### src/rtl/alarm_time_controller.sv
// Clock-digit sequencer: seconds counting, 23:59 rollover and button-driven time setting.
// Optional build macro SET_BLINK_EN adds a per-Tick blink of the selected digit in set mode.
module alarm_time_controller #(
    parameter int SEC_PER_MIN = 60
) (
    input  logic       Clk,
    input  logic       Clr,
    input  logic       Tick,
    input  logic       BtnMode,
    input  logic       BtnInc,
    input  logic [1:0] HT,
    input  logic [3:0] HU,
    input  logic [2:0] MT,
    input  logic [3:0] MU,
    output logic [3:0] Inc,
    output logic [3:0] Ld,
    output logic [2:0] Mode,
    output logic [3:0] Blank
);

    localparam int SCW = (SEC_PER_MIN > 1) ? $clog2(SEC_PER_MIN) : 1;

    typedef enum logic [2:0] {
        RUN    = 3'd0,
        SET_HT = 3'd1,
        SET_HU = 3'd2,
        SET_MT = 3'd3,
        SET_MU = 3'd4
    } mode_e;

    mode_e          mode_q, mode_d;
    logic [SCW-1:0] sc_q, sc_d;
    logic [3:0]     inc_q, inc_d;
    logic [3:0]     ld_q, ld_d;

    always_ff @(posedge Clk or posedge Clr) begin
        if (Clr) begin
            mode_q <= RUN;
            sc_q   <= '0;
            inc_q  <= '0;
            ld_q   <= '0;
        end else begin
            mode_q <= mode_d;
            sc_q   <= sc_d;
            inc_q  <= inc_d;
            ld_q   <= ld_d;
        end
    end

    always_comb begin
        mode_d = mode_q;
        sc_d   = sc_q;
        inc_d  = '0;
        ld_d   = '0;
        unique case (mode_q)
            RUN: begin
                // A mode press takes priority over a coincident Tick
                if (BtnMode) begin
                    mode_d = SET_HT;
                end else if (Tick) begin
                    if (sc_q == SCW'(SEC_PER_MIN - 1)) begin
                        sc_d = '0;
                        if (MU != 4'd9) begin
                            inc_d[0] = 1'b1;
                        end else begin
                            ld_d[0] = 1'b1;
                            if (MT != 3'd5) begin
                                inc_d[1] = 1'b1;
                            end else begin
                                ld_d[1] = 1'b1;
                                if (HT == 2'd2 && HU == 4'd3) begin
                                    ld_d[3:2] = 2'b11;
                                end else if (HU == 4'd9) begin
                                    ld_d[2]  = 1'b1;
                                    inc_d[3] = 1'b1;
                                end else begin
                                    inc_d[2] = 1'b1;
                                end
                            end
                        end
                    end else begin
                        sc_d = sc_q + 1'b1;
                    end
                end
            end
            SET_HT: begin
                if (BtnMode) begin
                    mode_d = SET_HU;
                    // Hours 24..29 are illegal, so pull the units back to zero
                    if (HT == 2'd2 && HU > 4'd3) ld_d[2] = 1'b1;
                end else if (BtnInc) begin
                    if (HT >= 2'd2) ld_d[3] = 1'b1;
                    else            inc_d[3] = 1'b1;
                end
            end
            SET_HU: begin
                if (BtnMode) begin
                    mode_d = SET_MT;
                end else if (BtnInc) begin
                    if (HU >= ((HT == 2'd2) ? 4'd3 : 4'd9)) ld_d[2] = 1'b1;
                    else                                     inc_d[2] = 1'b1;
                end
            end
            SET_MT: begin
                if (BtnMode) begin
                    mode_d = SET_MU;
                end else if (BtnInc) begin
                    if (MT >= 3'd5) ld_d[1] = 1'b1;
                    else            inc_d[1] = 1'b1;
                end
            end
            SET_MU: begin
                if (BtnMode) begin
                    mode_d = RUN;
                    sc_d   = '0;
                end else if (BtnInc) begin
                    if (MU >= 4'd9) ld_d[0] = 1'b1;
                    else            inc_d[0] = 1'b1;
                end
            end
            default: mode_d = RUN;
        endcase
    end

    assign Inc  = inc_q;
    assign Ld   = ld_q;
    assign Mode = mode_q;

`ifdef SET_BLINK_EN
    logic blink_q, blink_d;

    always_ff @(posedge Clk or posedge Clr) begin
        if (Clr) blink_q <= 1'b0;
        else     blink_q <= blink_d;
    end

    always_comb begin
        blink_d = blink_q;
        if (mode_q != RUN && Tick) blink_d = ~blink_q;
        if (mode_d == RUN)         blink_d = 1'b0;
    end

    always_comb begin
        Blank = 4'b0000;
        unique case (mode_q)
            SET_HT:  Blank[3] = blink_q;
            SET_HU:  Blank[2] = blink_q;
            SET_MT:  Blank[1] = blink_q;
            SET_MU:  Blank[0] = blink_q;
            default: Blank = 4'b0000;
        endcase
    end
`else
    assign Blank = 4'b0000;
`endif

endmodule

### config.mk
export PLATFORM = sky130hd
export DESIGN_NAME = alarm_time_controller
export DESIGN_NICKNAME = d
export VERILOG_FILES = /design/src/rtl/alarm_time_controller.sv
export SDC_FILE = /design/constraint.sdc
export NUM_CORES = 1
export LEC_CHECK = 0
export CELL_PAD_IN_SITES_DETAIL_PLACEMENT = 1
export CELL_PAD_IN_SITES_GLOBAL_PLACEMENT = 1
export CORE_AREA = 5 5 55 70
export CTS_BUF_LIST = sky130_fd_sc_hd__clkbuf_8
export DETAILED_ROUTE_END_ITERATION = 10
export DIE_AREA = 0 0 60 75
export PLACE_DENSITY_LB_ADDON = 0.05
export SETUP_SLACK_MARGIN = 0.1
export SYNTH_ARGS = -nofsm -noshare
export SYNTH_HDL_FRONTEND = slang
export SYNTH_SLANG_ARGS = --single-unit
### constraint.sdc
create_clock -name Clk -period 2 [get_ports Clk]
set_clock_uncertainty 0.05 [all_clocks]
set_input_delay 0.3 -clock Clk [delete_from_list [all_inputs] [get_ports Clk]]
set_output_delay 0.3 -clock Clk [all_outputs]
set_load 0.1 [all_outputs]
## Word level (Yosys, flattened, before mapping)

Cells that the tools add are included.

| word-level totals | value |
|---|---|
| register bits after elaboration | 17 |
| bits in latches | 0 |
| memory bits (writable) | 0 |
| memory bits (read-only) | 0 |
| bits of input ports | 18 |
| output and inout port bits | 15 |
| logic and storage cells | 96 |
| memories kept | 0 |

| operators by class | value |
|---|---|
| $add $sub $neg | 1 |
| multipliers | 0 |
| divide/modulo/power cells | 0 |
| order comparisons | 5 |
| eq/ne operators | 17 |
| shift-type cells | 0 |
| muxes and demuxes | 63 |
| bitwise logic cells | 0 |
| reductions and logical operators | 6 |

Operators by type and width:

| cell | number |
|---|---|
| 1-bit 2-to-1 mux | 32 |
| 4-bit 2-to-1 mux | 8 |
| 6-bit 2-to-1 mux | 4 |
| 3-bit 2-to-1 mux | 7 |
| 3-bit one-hot mux with 5 select lines | 1 |
| 2-bit != test (second input constant) | 7 |
| 1-bit one-hot mux with 2 select lines | 7 |
| 6-bit one-hot mux with 2 select lines | 1 |
| 6-bit by 1-bit adder with 6-bit output (second input constant) | 1 |
| 3-bit by 2-bit equality test with 1-bit output (second input constant) | 2 |
| 6-bit equality test (second input constant) | 1 |
| 5-bit AND reduction | 1 |
| 4-bit by 2-bit equality test with 1-bit output (second input constant) | 1 |
| 4-bit equality test (second input constant) | 1 |
| 4-bit greater-or-equal comparator | 1 |
| 4-bit greater-or-equal comparator (second input constant) | 1 |
| 4-bit by 2-bit > comparator with 1-bit output (second input constant) | 1 |
| 2-bit 2-to-1 mux | 2 |
| 4-bit != test (second input constant) | 1 |
| 4-bit AND reduction | 1 |
| 3-bit by 1-bit equality test with 1-bit output (second input constant) | 1 |
| 3-bit equality test (second input constant) | 1 |
| 3-bit greater-or-equal comparator (second input constant) | 1 |
| 3-bit logical NOT | 1 |
| other kinds (6) | 7 |

## Depth between registers and ports, before layout

Gate-level depths: netlist of the first run.

| logic depth | value |
|---|---|
| depth in word-level cells | 9 |
| gate-level depth with buffers | 6 |
| gate-level depth less buffers | 6 |

## Worst setup path before layout of the first run

OpenSTA, ideal clock, no wires.

| timing path | value |
|---|---|
| path kind | register -> register |
| from | register mode_q[1] (netlist: Mode[1]) |
| to | register inc_q[3] (netlist: Inc[3]) |
| setup time | 0.095 ns |
| arrival time | 2.084 ns |
| data required time | 1.855 ns |
| slack | -0.230 ns |
| stages on the path, launching flop included | 6 |
| buffers on the path | 1 |
| period minus slack after synthesis | 2.230 ns |
| path through | dfrtp_1 -> buf_6 -> or3b_4 -> nor4_4 -> nand2_2 -> o31ai_1 |

| on the way | value |
|---|---|
| word-level cells in the longest chain between the ends | 2 |
| elaborated cells between the ends (all ways) | 3 |
| those cells by class | eq/ne (1); mux (1); reduce/logical (1) |

Ends and longest elaborated chain:

| element | RTL line | RTL |
|---|---|---|
| from (decl) | 31 | `mode_e mode_q, mode_d;` |
| from (signal assigned) | 43 | `mode_q <= mode_d;` |
| 3-bit by 1-bit equality test with 1-bit output or 3-bit logical NOT (tied branches) | 55 | `unique case (mode_q)` |
| 1-bit one-hot mux with 2 select lines (*) | 55 |  |
| via inc_d[3] | 33 | `logic [3:0] inc_q, inc_d;` |
| to (signal assigned) | 45 | `inc_q <= inc_d;` |
| to (decl) | 33 |  |

The timed path passes the listed nets; every way through them passes the cells marked *.
A chain may end at the register's enable or synchronous reset.

## Final worst setup path of the first run

| timing path | value |
|---|---|
| from | input port HT[1] |
| to | register inc_q[2] (netlist: Inc[2]) |

| on the way | value |
|---|---|
| word-level cells in the longest chain between the ends | 9 |
| elaborated cells between the ends (all ways) | 14 |
| those cells by class | order compare (1); eq/ne (1); mux (11); reduce/logical (1) |

Ends and longest elaborated chain:

| element | RTL line | RTL |
|---|---|---|
| from (decl) | 11 | `input logic [1:0] HT,` |
| 2-bit equality test (*) | 71, 100 |  |
| branches (longest 7 deep; another with 4-bit greater-or-equal comparator) | - |  |
| 1-bit one-hot mux with 2 select lines (*) | 55 |  |
| via inc_d[2] | 33 |  |

Mark *: on every way through the listed nets, which the timed path passes.

==> summary.txt, run 1 <==
Outcome
  • Status: finished, final reports clean

Worst setup path
  • R2R depth: 4
  • Crit end category: register
  • Worst-path fanout max: 2
  • CP required: approximately 2.1 ns
  • Worst reg2reg path startpoint: Mode[1]
  • Reg2reg end: Ld[3]
  • R2r setup slk: ~0.21 ns
  • WS Path Type: input port to register
  • CP arrival: between 1.5 and 2 ns
  • CP Launch Type: input port

Die
  • Die Ht: about 75 um
  • Die area: approximately 4500 um2
  • Starting Density: between 30% and 40%
  • Core box area: ~3100 um2
  • IO Count: 33
  • FP Rows: 23
  • Die X: about 60 um

Pwr
  • Worst vdd ir: about 500 uV
  • Switching Fraction: between 40% and 50%
  • Net Switching: ~0.00075 W
  • Power per cell area: ~1100 nW/um2
  • Internal cell power: 0.000806 W
  • Total power: approximately 0.0016 W
  • Leak pwr: about 0.65 nW
  • Combinational share of power: between 40 and 50%
  • Clock power share: between 10% and 20%
  • Power share of the sequential group: 36.3%

Flow run
  • Number of max-cap violations: 0

Synthesis
  • Area contributors post-synth: dfrtp_1, o21ai_0, nand2_1
  • Top post-synthesis cells by count: dfrtp_1, nand2_1, nor2_1, o21ai_0
  • Cell with the most instances after synthesis: dfrtp_1
  • Post-Synthesis Cells: 113
  • Netlist Area Pre-Place: between 1000 and 1500 um2
  • Seq/Total Area, Yosys: 40.8%
  • Mean Syn Cell Area: between 9 and 10 um2
  • Post-synth EDFFs: 0
  • Synth top area share: 40.8%
  • Synth cell types: 43
  • Post-synth top area cell: dfrtp_1
  • Post-synth ARST share: 100%
  • #FFs+latches synth: 17
  • Yosys warns: 0
  • Main synth FF type: dfrtp_1

Detailed routing
  • Vias per inst: approximately 5.2
  • Total number of vias: between 900 and 1k
  • First-pass iteration count of the detailed router: 4
  • DR DRC count: 0
  • Iteration-0 DRC count of the detailed router: 15
  • DRT antenna net count: 0
  • Routed len/inst: roughly 16 um
  • Drt total wl: between 2000 and 3000 um

Placed design
  • Post-DP Area: ~1400 um2
  • GPL Wtd Cong: about 0.78
  • Placement Setup Slack: -0.128 ns
  • Inst Count DP: 182
  • Port buffer count: 28
  • Dpl hpwl: around 2500 um

Clocking
  • Resized cells post-CTS: 0
  • Setup Buffers After CTS: 0
  • Hold_buf cts: 0
  • TritonCTS Sinks: 17
  • CTS H-tree depth: 1
  • Clock tree buffer depth: 2
  • CTS clk-pin slew, worst paths: 0.07 ns
  • Worst-Skew Late Latency: about 0.25 ns
  • TritonCTS clock tree: yes
  • CTS root buf: clkbuf_8
  • Total CTS buffers: 3

Worst hold path
  • Worst Hold Class: input port to asynchronous set/reset pin

Timing
  • RSZ-0062 raised after global routing: no
  • Final worst slack: 0.186 ns
  • Final Cycle Share: around 90%
  • Final min period: ~1.8 ns
  • Hold Vio Cnt, Final: 0
  • Final Max Slew Viols: 0
  • Final setup vio count: 0
  • Max Fclk: 551 MHz

Layout
  • Reg area: around 430 um2
  • Layout filler cell count: 366
  • Multi-input logic area: roughly 580 um2
  • Final instance area: roughly 1400 um2
  • Final Util: 46.4%
  • Share of cells above drive strength 1: 23.5%
  • Antenna cells: 0
  • Non-Filler Instances: between 150 and 200
  • NumNets Final: between 150 and 200
  • Area growth syn-to-layout: 38.3%

Global route
  • Initial antenna violation count: 0
  • First-pass GRT wire length: 4890 um
  • All-layer global routing usage: 14.5%
  • Largest net degree at the start of global routing: 12
  • Vias in the first global route: 1120
  • Global route total overflow: 0
final cells by class:
class                      instances  share of cell area [%]
multi-input combinational         90                    40.2
timing repair buffer              37                    23.1
clock inverter                     1                   0.260
tap                               37                    3.21
sequential                        17                    30.1
inverter                           1                   0.260
clock buffer                       3                    2.86
placed cells by master, fill, tap and decap left out, types with 3 or more instances in the layout:
cell type        count
nand3_1              3
clkdlybuf4s50_1     17
o21ai_0              7
buf_4               19
dfrtp_1             14
nand2b_1             6
conb_1               4
clkbuf_8             3
a21oi_1              6
nand2_1             12
o31ai_1              3
nor2_1               9
cells by family (layout without fill, tap and decap cells):
family / after synthesis / in the layout / synth area share, %
buf+inv: 9 / 42 / 5.40
fa+ha+maj: 2 / 2 / 2.40
simple gates: 51 / 51 / 29.5
xor+xnor: 3 / 3 / 2.52
flops: 17 / 17 / 40.8
compound gates: 30 / 30 / 19.0
other cells: 1 / 4 / 0.360
flip-flops by register name (all words and copies together) (netlist names):
name	flops
sc_q	6
Inc	4
Ld	4
Mode	3
stage by stage:
stage | TNS (ns) | hold slack (ns)
detailed placement | -0.407 | 0.472
CTS | 0 | 0.308
global placement | -0.367 | 0.465
finish | 0 | 0.295
floorplan | 0 | 0.176
global route | 0 | 0.340
metal layers:
metal	wire length (um)	share of wire, %	global-route usage, %	vias to the layer above
met4	70	2.4	7.64	0
met5	0	0	0	-
li1	-	-	-	473
met1	1090	37	14.4	480
met2	1740	59	28.8	15
met3	35	1.2	1.03	6
how the worst max path moves through the flow:
stage                        end  cells after the start  startpoint
after floorplan           Inc[3]                      5     Mode[0]
after global placement     Ld[3]                      5       MU[3]
after detailed placement   Ld[3]                      5       MU[3]
after CTS                  Ld[3]                      5       MU[3]
after global routing      Inc[2]                      7       HT[1]
final                     Inc[2]                      7       HT[1]
power groups by stage:
stage | sequential [W] | clock (W) | combinational (W)
2_1_floorplan | 0.000763 | 0 | 0.000354
3_5_place_dp | 0.000574 | 0 | 0.000740
3_3_place_gp | 0.000569 | 0 | 0.000727
4_1_cts | 0.000567 | 0.000261 | 0.000741
5_1_grt | 0.000585 | 0.000278 | 0.000790
6_report | 0.000566 | 0.000253 | 0.000738
worst max-delay path: stages:
cell and delay [ns]:
clkdlybuf4s50_1 0.47, nor2b_2 0.17, ha_1 0.26, o21ai_0 0.09, a21oi_1 0.07, or4_1 0.49, o31ai_2 0.07
Power figures use the tool's default switching activity.
==> run 2, diff against run 1 <==
CTS_BUF_LIST = sky130_fd_sc_hd__clkbuf_4 sky130_fd_sc_hd__clkbuf_8   (was sky130_fd_sc_hd__clkbuf_8)
==> run 2 against run 1 <==
Compared with the run above:
- combinational power about the same
- sequential power about the same
- first-iteration DRC count did not move
- design area increased by 0.26%
- non-clock buffer count did not move
- worst hold slack gained 0.00099 ns
- fmax hardly changed
==> summary.txt, run 2 (synthesized netlist as in run 1, its figures left out) <==
Outcome
  • Status: finished, final reports clean

Timing
  • Final worst slack: around 0.19 ns
  • Setup TNS: 0 ns
  • Final Max Slew Viols: 0
  • Final setup vio count: 0
  • RSZ-0062 raised after global routing: no
  • Final min period: ~1.8 ns
  • Final Cycle Share: 90.7%
  • Hold Vio Cnt, Final: 0
  • Max Fclk: roughly 550 MHz

Pwr
  • Worst vdd ir: approximately 520 uV
  • Power per cell area: between 1000 and 1500 nW/um2
  • Total power: around 0.0016 W
  • Leak pwr: 0.648 nW

Worst setup path
  • CP required: 2.11 ns
  • CP startpoint: HT[1]
  • Worst reg2reg path startpoint: Mode[1]
  • R2r setup slk: between 0.2 and 0.25 ns
  • CP Launch Type: input port
  • Slowest Stage Delay on Critical Path: ~0.49 ns
  • Crit end category: register
  • R2R depth: 4
  • Critical-path top delay cell: or4_1
  • CP arrival: approximately 1.9 ns
  • WS Path Type: input port to register
  • Reg2reg end: Ld[3]
  • CP Capture Point: Inc[2]
  • Worst-path cell chain: clkdlybuf4s50_1 -> nor2b_2 -> ha_1 -> o21ai_0 -> a21oi_1 -> or4_1 -> o31ai_2
  • Crit path buffers/inverters: 1
  • Worst-path fanout max: 2
  • Top Family by Delay on Critical Path: simple AND/OR/NAND/NOR gates
  • WP depth: 7

Placed design
  • Dpl hpwl: approximately 2500 um
  • Post-DP Area: ~1400 um2
  • GPL Wtd Cong: about 0.8
  • Port buffer count: 28
  • Placement Setup Slack: -0.128 ns

Die
  • Core box area: ~3100 um2
  • Die X: ~60 um
  • Starting Density: ~34%
  • IO Count: 33
  • Die area: between 4000 and 5000 um2
  • FP Rows: 23
  • Die Ht: about 75 um

Worst hold path
  • Worst Hold Class: input port to asynchronous set/reset pin

Clocking
  • CTS H-tree depth: 1
  • Setup Buffers After CTS: 0
  • Total CTS buffers: 3
  • TritonCTS clock tree: yes
  • TritonCTS Sinks: 17
  • CTS clk-pin slew, worst paths: ~0.070 ns
  • Clock tree buffer depth: 2
  • CTS root buf: clkbuf_8
  • Hold_buf cts: 0
  • Worst-Skew Late Latency: around 0.25 ns

Detailed routing
  • Drt total wl: between 2000 and 3000 um
  • Met1 WL: 1100 um
  • Highest routed layer: met4
  • First-pass iteration count of the detailed router: 4
  • Iteration-0 DRC count of the detailed router: 15
  • Routed wl met2: around 1700 um
  • Routed len/inst: roughly 16 um
  • WL met3: around 35 um
  • Total number of vias: 970
  • Vias per inst: 5.22
  • DR DRC count: 0
  • DRT antenna net count: 0

Global route
  • Initial antenna violation count: 0
  • Vias in the first global route: roughly 1.1k
  • All-layer global routing usage: roughly 15%
  • Largest net degree at the start of global routing: 12
  • First-pass GRT wire length: approximately 4900 um
  • Global route total overflow: 0

Layout
  • Share of cells above drive strength 1: between 20% and 30%
  • Area growth syn-to-layout: 38.7%
  • Layout filler cell count: around 370
  • Antenna cells: 0
  • Max reg flops: 6
  • Final instance area: about 1400 um2
  • Most frequent cells in the layout: buf_4, clkdlybuf4s50_1, dfrtp_1
  • NumNets Final: 170
  • Final Util: between 40% and 50%
  • Commonest non-fill, non-tap cell in the layout: buf_4
  • Top reg by flops: sc_q

Flow run
  • Number of max-cap violations: 0
[run 2: changes by cell type in the layout (fill, tap and decap cells not counted), sizes merged]
cell / previous run / this run
inv: 2 / 1
clkbuf: 3 / 4
[run 2: power breakdown]
group	internal, W	switching, W
Sequential	0.000431	0.000134
Clock	0.000155	0.000117
Combinational	0.000238	0.000500
Total	0.000825	0.000752
[run 2: layer usage]
metal  GRT usage, %  vias to the layer above
li1               -                      472
met1           14.4                      477
met2           28.8                       15
met3           1.03                        6
met4           7.64                        0
met5              0                        -
[run 2: per-stage QoR]
step | cells | hold WS, ns
after global routing | 186 | 0.340
final | 186 | 0.296
after CTS | 186 | 0.308
after floorplan | 116 | 0.176
after global placement | 182 | 0.465
after detailed placement | 182 | 0.472
[run 2: area by class of cell]
| class | count | area [um2] | area share, % |
|---|---|---|---|
| clock buffer | 4 | 48.8 | 3.38 |
| tap | 37 | 46.3 | 3.20 |
| inverter | 1 | 3.75 | 0.260 |
| sequential | 17 | 434 | 30.0 |
| timing repair buffer | 37 | 333 | 23.0 |
| multi-input combinational | 90 | 579 | 40.1 |
[run 2: repair_timing]
item                       4_1_cts  5_1_grt
hold endpoints to repair         0        0
setup endpoints to repair        0        3
resized for setup                0        2
[run 2: worst min-delay path by stage]
stage / endpoint / slack [ns] / start
after floorplan: Inc[0] / 0.18 / Clr
after global placement: sc_q[5] / 0.47 / sc_q[5]
after detailed placement: sc_q[5] / 0.47 / sc_q[5]
after CTS: sc_q[5] / 0.31 / Clr
after global routing: sc_q[3] / 0.34 / Clr
final: sc_q[5] / 0.30 / Clr
==> run 3, diff against run 2 <==
CORE_AREA = 2 2 52 67   (was 5 5 55 70)
DIE_AREA = 0 0 54 69   (was 0 0 60 75)
==> run 3 against run 2 <==
Compared with the run above:
- fmax decreased by 0.96%
- cell count did not move
- die area down 17%
- global-route usage increased by 3.1 points
- sequential power up 0.7%
- setup slack got worse by 0.018 ns
- core utilization is the same
- routed wire length is 0.17% lower
- sequential share of layout area is the same
- non-clock buffer count unchanged
- power down 0.68%
- via count decreased by 0.10%
==> summary.txt, run 3 (synthesized netlist as in run 1, its figures left out) <==
Outcome
  • Status: finished, final reports clean

Pwr
  • Clock power share: between 15 and 20%
  • Net Switching: around 0.00076 W
  • Power share of the sequential group: a little over a third
  • Leak pwr: between 0.6 and 0.7 nW
  • Internal cell power: 0.000808 W
  • Total power: 0.00157 W
  • Combinational share of power: 46.7%
  • Worst vdd ir: 497 uV
  • Power per cell area: between 1000 and 1500 nW/um2
  • Switching Fraction: roughly half

Layout
  • Final instance area: 1450 um2
  • NumNets Final: 170
  • Antenna cells: 0
  • Top reg by flops: sc_q
  • Max reg flops: 6
  • Most frequent cells in the layout: buf_4, clkdlybuf4s50_1, dfrtp_1
  • Area growth syn-to-layout: 38.7%
  • Share of cells above drive strength 1: between 20% and 30%
  • Commonest non-fill, non-tap cell in the layout: buf_4
  • Final Util: a little under half
  • Layout filler cell count: around 370

Detailed routing
  • Drt total wl: approximately 2900 um
  • Vias per inst: 5.21
  • Iteration-0 DRC count of the detailed router: 26
  • First-pass iteration count of the detailed router: 4
  • Total number of vias: between 900 and 1k
  • Routed len/inst: around 16 um
  • DRT antenna net count: 0
  • DR DRC count: 0

Clocking
  • CTS H-tree depth: 1
  • Total CTS buffers: 3
  • CTS root buf: clkbuf_8
  • TritonCTS Sinks: 17
  • Hold_buf cts: 0
  • Worst-Skew Late Latency: 0.26 ns
  • CTS clk-pin slew, worst paths: about 0.070 ns
  • TritonCTS clock tree: yes
  • Clock tree buffer depth: 2
  • Setup Buffers After CTS: 0

Die
  • IO Count: 33
  • Die Ht: between 60 and 70 um
  • Core box area: 3110 um2
  • Die area: roughly 3700 um2
  • Die X: 54 um
  • Starting Density: between 30% and 40%
  • FP Rows: 23

Worst setup path
  • CP arrival: 1.95 ns
  • CP Launch Type: input port
  • Crit path buffers/inverters: 1
  • Worst-path fanout max: 2
  • Worst-path cell chain: clkdlybuf4s50_1 -> nor2b_1 -> ha_1 -> o21ai_0 -> a21oi_1 -> or4_1 -> o31ai_1
  • Slowest Stage Delay on Critical Path: 0.48 ns
  • Crit end category: register
  • Critical-path top delay cell: or4_1
  • Top Family by Delay on Critical Path: simple AND/OR/NAND/NOR gates
  • CP required: between 2 and 2.5 ns
  • WS Path Type: input port to register

Timing
  • Max Fclk: roughly 550 MHz
  • Final worst slack: ~0.17 ns
  • Final setup vio count: 0
  • Final Cycle Share: 91.6%
  • Hold Vio Cnt, Final: 0
  • Setup TNS: 0 ns
  • RSZ-0062 raised after global routing: no
  • Final Max Slew Viols: 0
  • Final min period: roughly 1.8 ns

Global route
  • First-pass GRT wire length: 4880 um
  • All-layer global routing usage: between 15 and 20%
  • Initial antenna violation count: 0
  • Vias in the first global route: roughly 1.1k
  • Global route total overflow: 0
  • Largest net degree at the start of global routing: 12

Placed design
  • GPL Wtd Cong: 0.715
  • Post-DP Area: between 1000 and 1500 um2
  • Port buffer count: 28
  • Placement Setup Slack: -0.152 ns
  • Dpl hpwl: about 2400 um

Flow run
  • Number of max-cap violations: 0

Worst hold path
  • Worst Hold Class: input port to asynchronous set/reset pin
run 3: path summary, 6_finish.rpt:
check / start / endpoint / cells past startpoint / slack (ns)
worst max-delay path: HT[1] / Inc[2] / 7 / 0.17
worst min-delay path: Clr / sc_q[5] / 2 / 0.30
worst max register to register: Mode[1] / Inc[3] / 4 / 0.20
worst min register to register: sc_q[5] / sc_q[5] / 1 / 0.50
max in group asynchronous: Clr / Ld[3] / 3 / 1.13
min in group Clk: sc_q[5] / sc_q[5] / 1 / 0.50
run 3: repair_timing:
action                                 CTS  global route
gates resized for setup                  0             2
setup endpoints to repair                0             3
endpoints found under the hold margin    0             0
run 3: stage by stage:
step | cells | hold slack (ns)
after CTS | 186 | 0.299
after global placement | 182 | 0.465
after detailed placement | 182 | 0.478
after global routing | 186 | 0.316
after floorplan | 116 | 0.176
final | 186 | 0.295
run 3: power by group through the flow:
stage                     Clock (W)  Combinational (W)  Sequential (W)
after global routing       0.000292           0.000780        0.000589
after detailed placement          0           0.000734        0.000576
final                      0.000265           0.000730        0.000570
after floorplan                   0           0.000354        0.000763
after CTS                  0.000272           0.000735        0.000569
after global placement            0           0.000725        0.000569
run 3: final cells by class:
cell class / count / area (um2) / area share [%]
Multi-Input combinational cell: 90 / 582 / 40.3
Inverter: 1 / 3.75 / 0.260
Tap cell: 37 / 46.3 / 3.20
Clock inverter: 1 / 5.00 / 0.346
Clock buffer: 3 / 41.3 / 2.86
Sequential cell: 17 / 434 / 30.0
Timing Repair Buffer: 37 / 333 / 23.0
run 3: per-layer routing:
layer	vias to the layer above	track usage [%]	routed length, um
met1	478	17.7	1080
met2	13	33.1	1740
met3	5	2.38	52
met5	-	0	0
li1	473	-	-
met4	0	8.33	55
